--- config.mk ---
export PLATFORM = sky130hd
export DESIGN_NAME = usr_seq_ctrl_flat
export DESIGN_NICKNAME = d
export VERILOG_FILES = /design/src/rtl/usr_seq_ctrl_pkg.sv /design/src/rtl/usr_seq_ctrl_if.sv /design/src/rtl/usr_seq_ctrl.sv /design/src/flat_wrapper.sv
export SDC_FILE = /design/constraint.sdc
export NUM_CORES = 1
export LEC_CHECK = 0
export CORE_MARGIN = 4
export CORE_UTILIZATION = 39
export CTS_CLUSTER_SIZE = 25
export DETAILED_ROUTE_END_ITERATION = 16
export GPL_TIMING_DRIVEN = 0
export PLACE_DENSITY = 0.7
export SLEW_MARGIN = 15
export SYNTH_ARGS = -nofsm -noshare
export SYNTH_HDL_FRONTEND = slang
export SYNTH_SLANG_ARGS = --single-unit
--- constraint.sdc ---
create_clock -name clk -period 1.6 [get_ports clk]
set_clock_uncertainty 0.2 [all_clocks]
set_input_delay 0.32 -clock clk [delete_from_list [all_inputs] [get_ports clk]]
set_output_delay 0.32 -clock clk [all_outputs]
set_load 0.01 [all_outputs]
--- src/rtl/usr_seq_ctrl_pkg.sv ---
// Shared constants for the usr sequencer: usr mode encodings and controller FSM states.
package usr_pkg;

  localparam logic [1:0] MODE_HOLD = 2'b00;
  localparam logic [1:0] MODE_SHR  = 2'b01;
  localparam logic [1:0] MODE_SHL  = 2'b10;
  localparam logic [1:0] MODE_LOAD = 2'b11;

  typedef enum logic [1:0] {
    IDLE  = 2'b00,
    LOAD  = 2'b01,
    SHIFT = 2'b10,
    CAPT  = 2'b11
  } state_t;

  function automatic logic [1:0] shift_mode(input logic dir);
    return dir ? MODE_SHL : MODE_SHR;
  endfunction

endpackage

--- src/rtl/usr_seq_ctrl_if.sv ---
// Command handshake between a requester and usr_seq_ctrl.
// cmd_rot exists only when USR_ROTATE_EN is defined.
interface usr_seq_ctrl_if #(
  parameter int WIDTH = 4,
  parameter int CNT_W = 3
);
  logic             cmd_valid;
  logic             cmd_ready;
  logic [WIDTH-1:0] cmd_data;
  logic             cmd_dir;
  logic [CNT_W-1:0] cmd_count;
  logic             cmd_fill;
`ifdef USR_ROTATE_EN
  logic             cmd_rot;
`endif

  modport master (
    output cmd_valid, cmd_data, cmd_dir, cmd_count, cmd_fill,
`ifdef USR_ROTATE_EN
    output cmd_rot,
`endif
    input  cmd_ready
  );

  modport slave (
    input  cmd_valid, cmd_data, cmd_dir, cmd_count, cmd_fill,
`ifdef USR_ROTATE_EN
    input  cmd_rot,
`endif
    output cmd_ready
  );
endinterface

--- src/rtl/usr_seq_ctrl.sv ---
// Sequences one usr instance through load, N shifts and capture per accepted command.
// Optional USR_ROTATE_EN: per-command recirculation of usr_q into the serial input.
module usr_seq_ctrl
  import usr_pkg::*;
#(
  parameter int WIDTH = 4,
  parameter int CNT_W = 3
) (
  input  logic             clk,
  input  logic             rst,
  usr_seq_ctrl_if.slave    cmd,
  output logic [1:0]       usr_mode,
  output logic [WIDTH-1:0] usr_par_in,
  output logic             usr_s_left,
  output logic             usr_s_right,
  input  logic [WIDTH-1:0] usr_q,
  output logic             busy,
  output logic             done,
  output logic [WIDTH-1:0] result
);

  state_t           state_q, state_d;
  logic [WIDTH-1:0] data_q;
  logic             dir_q;
  logic [CNT_W-1:0] count_q;
  logic             fill_q;
  logic [CNT_W-1:0] cnt_q;
  logic             done_q;
  logic [WIDTH-1:0] result_q;
  logic             rot_q;
  logic             accept;

  assign accept = (state_q == IDLE) && cmd.cmd_valid;

  // NOTE: sequential state uses non-blocking assignments so every register
  // samples pre-edge values regardless of statement order.
  always_ff @(posedge clk) begin
    if (rst) state_q <= IDLE;
    else     state_q <= state_d;
  end

  always_comb begin
    state_d = state_q;
    unique case (state_q)
      IDLE:  if (cmd.cmd_valid) state_d = LOAD;
      LOAD:  state_d = (count_q == '0) ? CAPT : SHIFT;
      SHIFT: if (cnt_q == CNT_W'(1)) state_d = CAPT;
      CAPT:  state_d = IDLE;
      default: state_d = IDLE;
    endcase
  end

  always_ff @(posedge clk) begin
    if (rst) begin
      data_q   <= '0;
      dir_q    <= 1'b0;
      count_q  <= '0;
      fill_q   <= 1'b0;
      rot_q    <= 1'b0;
      cnt_q    <= '0;
      done_q   <= 1'b0;
      result_q <= '0;
    end else begin
      if (accept) begin
        data_q  <= cmd.cmd_data;
        dir_q   <= cmd.cmd_dir;
        count_q <= cmd.cmd_count;
        fill_q  <= cmd.cmd_fill;
`ifdef USR_ROTATE_EN
        rot_q   <= cmd.cmd_rot;
`else
        rot_q   <= 1'b0;
`endif
      end
      if (state_q == LOAD)       cnt_q <= count_q;
      else if (state_q == SHIFT) cnt_q <= cnt_q - CNT_W'(1);
      done_q <= (state_q == CAPT);
      if (state_q == CAPT) result_q <= usr_q;
    end
  end

  // NOTE: every output gets a default before the case so no path infers a latch.
  always_comb begin
    usr_mode      = MODE_HOLD;
    usr_par_in    = '0;
    usr_s_left    = fill_q;
    usr_s_right   = fill_q;
    busy          = (state_q != IDLE);
    cmd.cmd_ready = (state_q == IDLE);
    unique case (state_q)
      LOAD: begin
        usr_mode   = MODE_LOAD;
        usr_par_in = data_q;
      end
      SHIFT: begin
        usr_mode = shift_mode(dir_q);
        // Recirculation is combinational from usr_q; only the active side matters.
        if (rot_q) begin
          usr_s_right = usr_q[0];
          usr_s_left  = usr_q[WIDTH-1];
        end
      end
      default: ;
    endcase
  end

  assign done   = done_q;
  assign result = result_q;

endmodule

--- src/flat_wrapper.sv ---
// flat-port wrapper written by rule: the top's interface ports become plain ports
module usr_seq_ctrl_flat import usr_pkg::*;
#(
  parameter int WIDTH = 4,
  parameter int CNT_W = 3
)
  (clk, rst, usr_mode, usr_par_in, usr_s_left, usr_s_right, usr_q, busy, done, result, cmd_cmd_valid, cmd_cmd_data, cmd_cmd_dir, cmd_cmd_count, cmd_cmd_fill, cmd_cmd_ready);
  usr_seq_ctrl_if #(.WIDTH(WIDTH), .CNT_W(CNT_W)) cmd_i ();
  input  logic clk;
  input  logic rst;
  output logic [1:0] usr_mode;
  output logic [WIDTH-1:0] usr_par_in;
  output logic usr_s_left;
  output logic usr_s_right;
  input  logic [WIDTH-1:0] usr_q;
  output logic busy;
  output logic done;
  output logic [WIDTH-1:0] result;
  input wire logic [$bits(cmd_i.cmd_valid)-1:0] cmd_cmd_valid;
  input wire logic [$bits(cmd_i.cmd_data)-1:0] cmd_cmd_data;
  input wire logic [$bits(cmd_i.cmd_dir)-1:0] cmd_cmd_dir;
  input wire logic [$bits(cmd_i.cmd_count)-1:0] cmd_cmd_count;
  input wire logic [$bits(cmd_i.cmd_fill)-1:0] cmd_cmd_fill;
  output wire logic [$bits(cmd_i.cmd_ready)-1:0] cmd_cmd_ready;
  assign cmd_i.cmd_valid = cmd_cmd_valid;
  assign cmd_i.cmd_data = cmd_cmd_data;
  assign cmd_i.cmd_dir = cmd_cmd_dir;
  assign cmd_i.cmd_count = cmd_cmd_count;
  assign cmd_i.cmd_fill = cmd_cmd_fill;
  assign cmd_cmd_ready = cmd_i.cmd_ready;
  usr_seq_ctrl #(.WIDTH(WIDTH), .CNT_W(CNT_W)) u_core (.clk(clk), .rst(rst), .cmd(cmd_i), .usr_mode(usr_mode), .usr_par_in(usr_par_in), .usr_s_left(usr_s_left), .usr_s_right(usr_s_right), .usr_q(usr_q), .busy(busy), .done(done), .result(result));
endmodule
# Word-level counts from Yosys, hierarchy flattened
# Cells that the tools add are included.
[classes] addsub=1 n_mul=0 n_div=0 magnitude_cmp=0 eq_ne=6 shift=0 mux=9 bitwise_logic=0 reduce_logical=6
[op_table] op="$pmux 2 s4" n=1
[op_table] op="$mux 2" n=3
[op_table] op="$mux 3" n=2
[op_table] op="$eq 2x2->1 const B" n=2
[op_table] op="$mux 4" n=1
[op_table] op="$pmux 2 s2" n=1
[op_table] op="$reduce_bool 2->1" n=2
[op_table] op="$eq 3x1->1 const B" n=1
[op_table] op="$logic_not 3->1" n=1
[op_table] op="$sub 3x1->3 const B" n=1
[op_table] op="$eq 2x1->1 const B" n=1
[op_table] op="$logic_not 2->1" n=1
[op_table] op="$ne 2x1->1 const B" n=1
[op_table] op="$ne 2x2->1 const B" n=1
[op_table] op="$reduce_and 2->1" n=1
[op_table] op="$logic_and 1x1->1" n=1
[op_table] op="$mux 1" n=1
[word_totals] regBits=19 latchBits=0 ramBits=0 romBits=0 in_bits=16 out_inout_bits=15 elab_cells=30 memories=0

# Depth between registers and ports, before layout
# Gate-level depths: netlist of run 1.
[depth] ltp_word=3 depth_mapped=6 depth_no_buf=5

# Worst setup path before layout of run 1
# No wires, ideal clock.
[synth_timing] kind="register to register" startpoint="register u_core.state_q[1]" endpoint="register u_core.state_q[0]" arrival_time_ns=1.201 t_required_ns=1.264 slack_ns=0.063 stages_incl_launch_ff=6 synth_period_minus_slack_ns=1.537 path_cell_list="dfxtp_1 inv_1 ha_1 nor4b_1 a2111oi_0 a211oi_1"
[synth_via] elab_chain_len=3 elab_cells_between_ends=8
[synth_rtl] item="start: declaration" line="usr_seq_ctrl.sv:22" rtl="state_t state_q, state_d;"
[synth_rtl] item="start signal: assignment" line="usr_seq_ctrl.sv:39" rtl="else state_q <= state_d;"
[synth_rtl] item="$eq 2x2->1 or $logic_not 2->1 (tied branches)" line="usr_seq_ctrl.sv:44" rtl="unique case (state_q)"
[synth_rtl] item="$ne 2x1->1 (no source line) or $ne 2x2->1 (tied branches)"
[synth_rtl] item="$reduce_and 2->1 (no source line)"
# Several ways; a longest one is shown, not always the timed one.
# A chain may end at the register's enable or synchronous reset.

# Worst setup path after layout of run 1
[layout_timing] startpoint="register u_core.state_q[1]" endpoint="output port usr_mode[0]"
[layout_via] elab_chain_len=2 elab_cells_between_ends=3
[layout_rtl] item="$eq 2x2->1 or $eq 2x1->1 (tied branches)" line="usr_seq_ctrl.sv:90" rtl="unique case (state_q)"
[layout_rtl] item="$pmux 2 s2 (*)" line="usr_seq_ctrl.sv:90"
[layout_rtl] item="end: declaration" line="flat_wrapper.sv:11" rtl="output logic [1:0] usr_mode;"
# Mark *: on every way between the ends. The rest lies on a longest branch, timed or not.

==> impl_metrics.json, run 1 <==
{
  "period_needed_ns": 1.88,
  "clk_pin_slew_ns": 0.12,
  "area_delta_synth_final_pct": 60.6,
  "final-seq-area_um2": 389,
  "syn_inst": 107,
  "place_congestion": 0.764,
  "layout.nets": 174,
  "ios": 31,
  "grt_util_met1": 0.182,
  "wire_per_inst_um": 13.8,
  "layout_setup_ws_ns": -0.277,
  "setup.worst_path.class": "flip-flop to output port",
  "grt_antenna_before_repair": 0,
  "p_sw_frac": 0.379,
  "ys_seq_elements": 19,
  "routed_wl_um": 2470,
  "grt_pass1_wl_um": 4000,
  "die_x_um": 56.2,
  "die_y_um": 56.2,
  "die_area_mm2": 0.00316,
  "yosysTopAreaCell": "dfxtp_1",
  "synth.avg_cell_area_um2": 8.48,
  "ys_warn_count": 0,
  "leakage_nw": 0.614,
  "finalSetupViolCount": 7,
  "synthesis.area_um2": 907,
  "seqPwrFrac": 0.314,
  "busiest_layer": "met2",
  "p_sw_w": 0.000813,
  "drv_cap": 0,
  "drt.antenna.violating_nets": 0,
  "fin_hold_ws_ns": 0.271,
  "use_met3": 0.0441,
  "violations": "setup timing",
  "first_pass_iters": 4,
  "fin_crit_sh": 1.17,
  "fillers": 199,
  "htree_levels": 1,
  "grt_remaining_overflow": 0,
  "first_iter_violations": 10,
  "ff2ff_path_depth": 6,
  "worst_setup_path_end_kind": "output port",
  "via_count": 876,
  "peakVddDrop_v": 0.000775,
  "status": "finished with violations",
  "grtUsageMet2": 0.289,
  "via_per_inst": 4.89,
  "synthDominantCellAreaShare": 0.419,
  "rsz0062_at_grt": "yes",
  "comb_power_share": 0.569,
  "dp_hpwl_um": 1610,
  "p_per_area_mw_per_mm2": 1470,
  "grt_max_degree": 12,
  "synth_nets": 129,
  "critPathLaunchType": "flip-flop",
  "slew_headroom": 0.793,
  "clkPwrFrac": 0.117,
  "cts_buffer_depth": 2,
  "portBuffers": 30,
  "grt_pass1_vias": 887,
  "diodes": 0,
  "slew_viol_final": 0,
  "initial_core_util": 0.410,
  "hold_violations": 0,
  "critPathArrivalTime_ns": 1.36,
  "synth_cell_types": 27,
  "clock_latency_ns": 0.30,
  "pre_cts_ws_ns": -0.527,
  "hold_depth": 2,
  "root_buffer": "clkbuf_4",
  "tightest_slew_ns": 0.311,
  "numCtsBuffers": 3,
  "finalPower_w": 0.00214,
  "max_freq_mhz": 533,
  "p_int_w": 0.00133,
  "cts_sinks": 19,
  "core_mm2": 0.00221,
  "row_count": 17,
  "hp-class": "flip-flop to flip-flop",
  "drive_above_1_share": 0.311,
  "drcViolationCount": 0,
  "crit_fanout": 3,
  "grt_usage": 0.161,
  "yosys-top-cells-area": "dfxtp_1, ha_1, nand2_1, a21oi_1, mux2i_1",
  "cts_tree": "yes",
  "multi_input_area_um2": 554,
  "cp.required_ns": 1.08,
  "seq_area_frac_synth": 0.419
}
==> placed cells by master, fill, tap and decap left out, types with 2 or more instances in the layout <==
cell type	netlist	layout
buf_4	1	9
nand2_1	19	19
a21oi_1	12	12
clkbuf_4	0	3
ha_1	6	2
nor2b_1	3	3
mux2i_1	5	5
dlygate4sd2_1	0	6
nand2b_1	6	6
dfxtp_4	0	2
buf_6	0	11
dfxtp_1	19	16
clkdlybuf4s50_1	0	15
inv_1	5	2
buf_2	3	3
o21ai_0	3	3
and2_4	0	4
nor2_1	6	6
ha_4	0	3
==> cell families (layout without fill, tap and decap cells) <==
kind of cell | count (synthesis) | in the layout | synth area share
AOI/OAI and AO/OA | 22 | 22 | 0.145
adders and majority gates | 6 | 6 | 0.0828
buffers and inverters | 11 | 55 | 0.0538
DFF | 19 | 19 | 0.419
muxes | 5 | 5 | 0.0552
and+or+nand+nor | 44 | 44 | 0.244
==> layer usage <==
layer	share of wire	vias up
met5	0	-
met2	0.50	18
met3	0.062	2
li1	-	440
met1	0.43	416
met4	0.0065	0
==> cells in the mapped netlist <==
library cell / number
dfxtp_1: 19
nand2_1: 19
a21oi_1: 12
ha_1: 6
nand2b_1: 6
nor2_1: 6
and2_1: 5
inv_1: 5
mux2i_1: 5
buf_2: 3
nor2b_1: 3
o21ai_0: 3
a2111oi_0: 1
a211oi_1: 1
a21o_1: 1
a22o_1: 1
a22oi_1: 1
a2bb2oi_1: 1
and2_2: 1
buf_1: 1
buf_4: 1
clkbuf_1: 1
nand2_4: 1
nand3_1: 1
nand3b_1: 1
nor4b_1: 1
o21a_1: 1
==> state kept, by name, indices dropped and copies added (netlist names) <==
| signal | cells |
|---|---|
| u_core.fill_q | 1 |
| u_core.count_q | 3 |
| u_core.result | 4 |
| u_core.dir_q | 1 |
| u_core.done | 1 |
| u_core.data_q | 4 |
| u_core.cnt_q | 3 |
| u_core.state_q | 2 |
==> final cells by class <==
cell class | instances | area share
buffer | 5 | 0.0232
clock inverter | 1 | 0.00344
sequential | 19 | 0.267
timing repair buffer | 41 | 0.268
inverter | 5 | 0.0180
multi-input combinational | 77 | 0.381
tap | 28 | 0.0241
clock buffer | 3 | 0.0155
==> through the flow <==
step                 util  setup TNS, ns  area, µm²  cells
floorplan               -              0        907    107
global placement    0.562          -5.88       1240    165
detailed placement  0.562          -6.18       1240    165
CTS                 0.607          -1.74       1340    176
global route        0.658          -1.67       1460    179
finish              0.658          -1.31       1460    179
==> power groups by stage <==
stage	logic, W	clock network, W	registers [W]
floorplan	0.000527	0	0.000640
global placement	0.000817	0	0.000644
detailed placement	0.000835	0	0.000649
CTS	0.000967	0.000258	0.000658
global route	0.00134	0.000282	0.000689
finish	0.00122	0.000250	0.000673
==> path summary, 6_finish.rpt <==
check	startpoint	end	slack [ns]
hold reg to reg	u_core.data_q[1]$_SDFFE_PP0P_	u_core.data_q[1]$_SDFFE_PP0P_	0.27
hold / removal	u_core.data_q[1]$_SDFFE_PP0P_	u_core.data_q[1]$_SDFFE_PP0P_	0.27
setup / recovery	u_core.state_q[1]$_SDFFE_PP0P_	usr_mode[0]	-0.28
setup reg to reg	u_core.state_q[1]$_SDFFE_PP0P_	u_core.state_q[0]$_SDFFE_PP0P_	0.05
==> critical path, stage by stage, from the launching register on <==
cell	delay, ns
dfxtp_4	0.38
buf_6	0.12
ha_4	0.15
nor2b_1	0.12
o21a_1	0.18
buf_6	0.12
==> what timing repair did <==
item	in CTS	in global routing
resized for setup	53	30
endpoints found under the setup margin	25	20
hold buffers	0	0
pin swaps	3	9
setup buffers	7	3
cloned	0	1
No activity file was read; power rests on OpenSTA's default activity.
==> run 2, diff against run 1 <==
PLACE_DENSITY = 0.85   (was 0.7)
==> run 2 against run 1 <==
  * The flow still finishes with violations (setup timing)
  * Total power shrank 3.2%
  * Die area unchanged
  * Clock-buffer cell count up 1
  * Global-route usage increased by 1.1 points
  * Via count up 0.23%
  * Maximum frequency fell by 0.83%
  * Register-to-register slack barely moved
  * Flip-flop and latch count did not move
  * Largest cell class unchanged
==> impl_metrics.json, run 2 (same netlist as run 1, synthesis figures left out) <==
{
  "cts_sinks": 19,
  "hold_start": "u_core.data_q[3]$_SDFFE_PP0P_",
  "fin_hold_ws_ns": 0.269,
  "critPathLaunchType": "flip-flop",
  "cts_tree": "yes",
  "peakVddDrop_v": 0.000748,
  "grt_pass1_wl_um": 4220,
  "portBuffers": 30,
  "grt_max_degree": 11,
  "cp.required_ns": 1.08,
  "reg2reg_from": "u_core.state_q[0]$_SDFFE_PP0P_",
  "wire_per_inst_um": 13.7,
  "ios": 31,
  "place_congestion": 0.768,
  "root_buffer": "clkbuf_4",
  "fillers": 176,
  "via_count": 878,
  "slew_headroom": 0.779,
  "grt_pass1_vias": 978,
  "cts.hold.buffers_added": 0,
  "rsz0062_at_grt": "yes",
  "setup.worst_path.class": "flip-flop to output port",
  "fin_crit_sh": 1.18,
  "core_mm2": 0.00221,
  "final-seq-area_um2": 389,
  "leakage_nw": 0.610,
  "cts_buffer_depth": 2,
  "first_pass_iters": 4,
  "final_common_cell": "nand2_1",
  "worstReg2RegEnd": "u_core.dir_q$_SDFFE_PP0P_",
  "grt_remaining_overflow": 0,
  "slowest_stage": "dfxtp_4",
  "finish.utilization": 0.651,
  "period_needed_ns": 1.89,
  "hold_violations": 0,
  "worst_setup_path_end_kind": "output port",
  "crit_start": "u_core.state_q[1]$_SDFFE_PP0P_",
  "ff2ff_path_depth": 7,
  "final_cell_mix": "nand2_1, dfxtp_1, clkdlybuf4s50_1, a21oi_1, buf_6",
  "drive_above_1_share": 0.315,
  "p_per_area_mw_per_mm2": 1440,
  "violations": "setup timing",
  "diodes": 0,
  "fin_tns_setup_ns": -1.26,
  "numCtsBuffers": 3,
  "critPathArrivalTime_ns": 1.37,
  "design_area_mm2": 0.00144,
  "layout.nets": 172,
  "status": "finished with violations",
  "initial_core_util": 0.410,
  "clk_pin_slew_ns": 0.11,
  "crit_path_cell_trace": "buf_6 -> ha_4 -> nor2b_4 -> o21a_1 -> buf_2",
  "hold_depth": 2,
  "htree_levels": 1,
  "die_y_um": 56.2,
  "slew_viol_final": 0,
  "drv_cap": 0,
  "drt.antenna.violating_nets": 0,
  "hp-class": "flip-flop to flip-flop",
  "via_per_inst": 4.96,
  "finalSetupViolCount": 7,
  "max_stage_delay_ns": 0.38,
  "die_x_um": 56.2,
  "dp_hpwl_um": 1670,
  "pre_cts_ws_ns": -0.505,
  "first_iter_violations": 17,
  "crit_fanout": 3,
  "clock_latency_ns": 0.30,
  "max_freq_mhz": 528,
  "hold_end": "u_core.data_q[3]$_SDFFE_PP0P_",
  "grt_usage": 0.171,
  "area_delta_synth_final_pct": 58.8,
  "layout_setup_ws_ns": -0.293,
  "multi_input_area_um2": 564,
  "routed_wl_um": 2420,
  "reg2reg_slack_ns": 0.06,
  "tightest_slew_ns": 0.330,
  "die_area_mm2": 0.00316,
  "row_count": 17,
  "drcViolationCount": 0,
  "place_area_mm2": 0.00124,
  "grt_antenna_before_repair": 0
}
run 2: cell types whose count changed in the layout (fill, tap and decap cells not counted), sizes merged:
cell	previous run	this run
buf	23	21
clkbuf	4	5
clkinv	1	0
run 2: timing repair:
| action | CTS | global route |
|---|---|---|
| buffers inserted | 7 | 2 |
| pin swaps | 7 | 2 |
| gates resized for setup | 72 | 8 |
| endpoints found under the setup margin | 23 | 23 |
| endpoints found under the hold margin | 0 | 0 |
run 2: cell type report:
class | instances | share of cell area
inverter | 5 | 0.0182
clock buffer | 4 | 0.0182
buffer | 5 | 0.0235
tap | 28 | 0.0243
sequential | 19 | 0.270
timing repair buffer | 39 | 0.254
multi-input combinational | 77 | 0.392
run 2: worst max-delay path by stage:
stage,endpoint,slack (ns),depth (start not counted)
finish,usr_mode[0],-0.29,5
global route,usr_mode[0],-0.36,5
CTS,usr_mode[0],-0.29,5
detailed placement,usr_mode[1],-0.51,4
global placement,usr_mode[1],-0.49,4
floorplan,u_core.state_q[0]$_SDFFE_PP0P_,0.06,5
run 2: metrics by stage:
stage	total power, W	std cells
2_1_floorplan	0.00117	107
3_3_place_gp	0.00145	165
3_5_place_dp	0.00149	165
4_1_cts	0.00198	176
5_1_grt	0.00224	177
6_report	0.00208	177
run 2: power by group:
part	internal (W)	switching [W]	total [W]
logic	0.000617	0.000536	0.00115
registers	0.000585	0.0000906	0.000675
clock network	0.0000971	0.000149	0.000246
run 2: layer usage:
layer  wire [µm]  global-route usage
met2        1240               0.306
met3         195              0.0650
met1         948               0.171
met5           0                   0
met4          40              0.0881
run 2: worst max-delay path: cells and delay by family, from the launching register on:
kind / cells / cell delay (ns)
AO/OA/AOI/OAI: 1 / 0.16
adder cells (fa/ha/maj): 1 / 0.16
buffers and inverters: 2 / 0.26
AND/OR/NAND/NOR: 1 / 0.12
flip-flops: 1 / 0.38
==> run 3, diff against run 2 <==
CORE_UTILIZATION = 41   (was 39)
CTS_BUF_LIST = sky130_fd_sc_hd__clkbuf_4 sky130_fd_sc_hd__clkbuf_8   (was unset)
PLACE_DENSITY = 0.88   (was 0.85)
==> run 3 against run 2 <==
  * The flow still finishes with violations (setup timing)
  * Via count decreased by 1.6%
  * Combinational power increased by 5%
  * Global-route usage increased by 2.5 points
  * Worst hold slack got worse by 0.0057 ns
  * Critical path depth unchanged
  * Register-to-register slack got worse by 0.02 ns
  * Routed wire length increased by 5.9%
  * Clock-buffer cell count decreased by 1
  * Sequential share of layout area decreased by 0.23 points
  * Setup slack got worse by 0.030 ns
  * Flip-flop and latch count unchanged
  * Critical path type unchanged
  * Critical endpoint unchanged
  * Largest cell class unchanged
==> impl_metrics.json, run 3 (same netlist as run 1, synthesis figures left out) <==
{
  "status": "finished with violations",
  "violations": "setup timing",
  "max_stage_delay_ns": 0.38,
  "hold_end": "u_core.data_q[1]$_SDFFE_PP0P_",
  "area_delta_synth_final_pct": 60.1,
  "ff2ff_path_depth": 6,
  "worst_setup_path_end_kind": "output port",
  "grt_usage": 0.196,
  "tightest_slew_ns": 0.328,
  "crit_fanout": 3,
  "fin_crit_sh": 1.20,
  "finalSetupViolCount": 7,
  "grt_remaining_overflow": 0,
  "ios": 31,
  "cts.hold.buffers_added": 0,
  "hold_violations": 0,
  "final_common_cell": "nand2_1",
  "diodes": 0,
  "grt_antenna_before_repair": 0,
  "root_buffer": "clkbuf_4",
  "finish.utilization": 0.718,
  "drt.antenna.violating_nets": 0,
  "worstReg2RegEnd": "u_core.state_q[0]$_SDFFE_PP0P_",
  "final_cell_mix": "nand2_1, dfxtp_1, clkdlybuf4s50_1, a21oi_1, buf_4",
  "die_x_um": 55.0,
  "critPathLaunchType": "flip-flop",
  "die_area_mm2": 0.00303,
  "cp.required_ns": 1.08,
  "routed_wl_um": 2570,
  "leakage_nw": 0.608,
  "cts_tree": "yes",
  "core_mm2": 0.00202,
  "drv_cap": 0,
  "portBuffers": 30,
  "hold_start": "u_core.data_q[1]$_SDFFE_PP0P_",
  "wire_per_inst_um": 14.6,
  "reg2reg_slack_ns": 0.04,
  "finalPower_w": 0.00214,
  "pre_cts_ws_ns": -0.508,
  "first_pass_iters": 4,
  "via_count": 864,
  "htree_levels": 1,
  "hold_depth": 2,
  "reg2reg_from": "u_core.state_q[0]$_SDFFE_PP0P_",
  "layout_setup_ws_ns": -0.323,
  "clk_pin_slew_ns": 0.12,
  "rsz0062_at_grt": "yes",
  "setup.worst_path.class": "flip-flop to output port",
  "drive_above_1_share": 0.302,
  "slowest_stage": "dfxtp_4",
  "row_count": 16,
  "period_needed_ns": 1.92,
  "dp_hpwl_um": 1700,
  "critPathArrivalTime_ns": 1.40,
  "first_iter_violations": 26,
  "place_area_mm2": 0.00124,
  "grt_max_degree": 13,
  "design_area_mm2": 0.00145,
  "p_per_area_mw_per_mm2": 1470,
  "hp-class": "flip-flop to flip-flop",
  "grt_pass1_wl_um": 4110,
  "grt_pass1_vias": 882,
  "fin_tns_setup_ns": -1.55,
  "cts_sinks": 19,
  "numCtsBuffers": 3,
  "peakVddDrop_v": 0.000862,
  "initial_core_util": 0.449,
  "die_y_um": 55.0,
  "drcViolationCount": 0,
  "slew_viol_final": 0,
  "place_congestion": 0.811,
  "fillers": 143,
  "max_freq_mhz": 520,
  "layout.nets": 172,
  "clock_latency_ns": 0.30,
  "cts_buffer_depth": 2,
  "slew_headroom": 0.781,
  "crit_path_cell_trace": "buf_6 -> ha_4 -> nor2b_4 -> o21a_1 -> buf_2",
  "via_per_inst": 4.91
}
## run 3: metal layers
metal	up-vias	global-route usage	share of wire
met1	403	0.217	0.41
met2	21	0.368	0.53
met4	0	0.0850	0.018
li1	436	-	-
met3	4	0.0268	0.040
met5	-	0	0
## run 3: final cells by class
class / count / area, µm² / share of cell area
Multi-Input combinational cell: 77 / 577 / 0.397
Timing Repair Buffer: 39 / 360 / 0.248
Clock inverter: 1 / 7.51 / 0.00517
Buffer: 5 / 36.3 / 0.0250
Clock buffer: 3 / 22.5 / 0.0155
Sequential cell: 19 / 389 / 0.268
Tap cell: 27 / 33.8 / 0.0233
Inverter: 5 / 26.3 / 0.0181
## run 3: power by group
| group | switching [W] | internal [W] | total, W |
|---|---|---|---|
| Combinational | 0.000563 | 0.000647 | 0.00121 |
| Clock | 0.000152 | 0.0000953 | 0.000248 |
| Sequential | 0.0000986 | 0.000585 | 0.000683 |
| Total | 0.000814 | 0.00133 | 0.00214 |
## run 3: repair_timing
action	4_1_cts	5_1_grt
endpoints found under the setup margin	25	16
pin swaps	1	4
resized for setup	70	10
hold endpoints to repair	0	0
setup buffers	6	4
## run 3: how the worst max path moves through the flow
stage / startpoint / to / slack [ns] / depth (start not counted)
3_3_place_gp: u_core.state_q[1]$_SDFFE_PP0P_ / usr_mode[1] / -0.46 / 4
2_1_floorplan: u_core.state_q[1]$_SDFFE_PP0P_ / u_core.state_q[0]$_SDFFE_PP0P_ / 0.06 / 5
3_5_place_dp: u_core.state_q[1]$_SDFFE_PP0P_ / usr_mode[1] / -0.51 / 4
4_1_cts: u_core.state_q[1]$_SDFFE_PP0P_ / usr_mode[0] / -0.30 / 5
6_report: u_core.state_q[1]$_SDFFE_PP0P_ / usr_mode[0] / -0.32 / 5
5_1_grt: u_core.state_q[1]$_SDFFE_PP0P_ / usr_mode[0] / -0.36 / 5
## run 3: critical path: cells and delay by family, from the launching register on
kind | cells | cell delay (ns)
AOI/OAI and AO/OA | 1 | 0.17
adders and majority gates | 1 | 0.16
buffers and inverters | 2 | 0.26
DFF | 1 | 0.38
and+or+nand+nor | 1 | 0.12
## run 3: metrics by stage
| step | cells | hold slack, ns |
|---|---|---|
| 6_report | 176 | 0.263 |
| 5_1_grt | 176 | 0.283 |
| 4_1_cts | 173 | 0.261 |
| 3_5_place_dp | 164 | 0.245 |
| 3_3_place_gp | 164 | 0.237 |
| 2_1_floorplan | 107 | 0.232 |
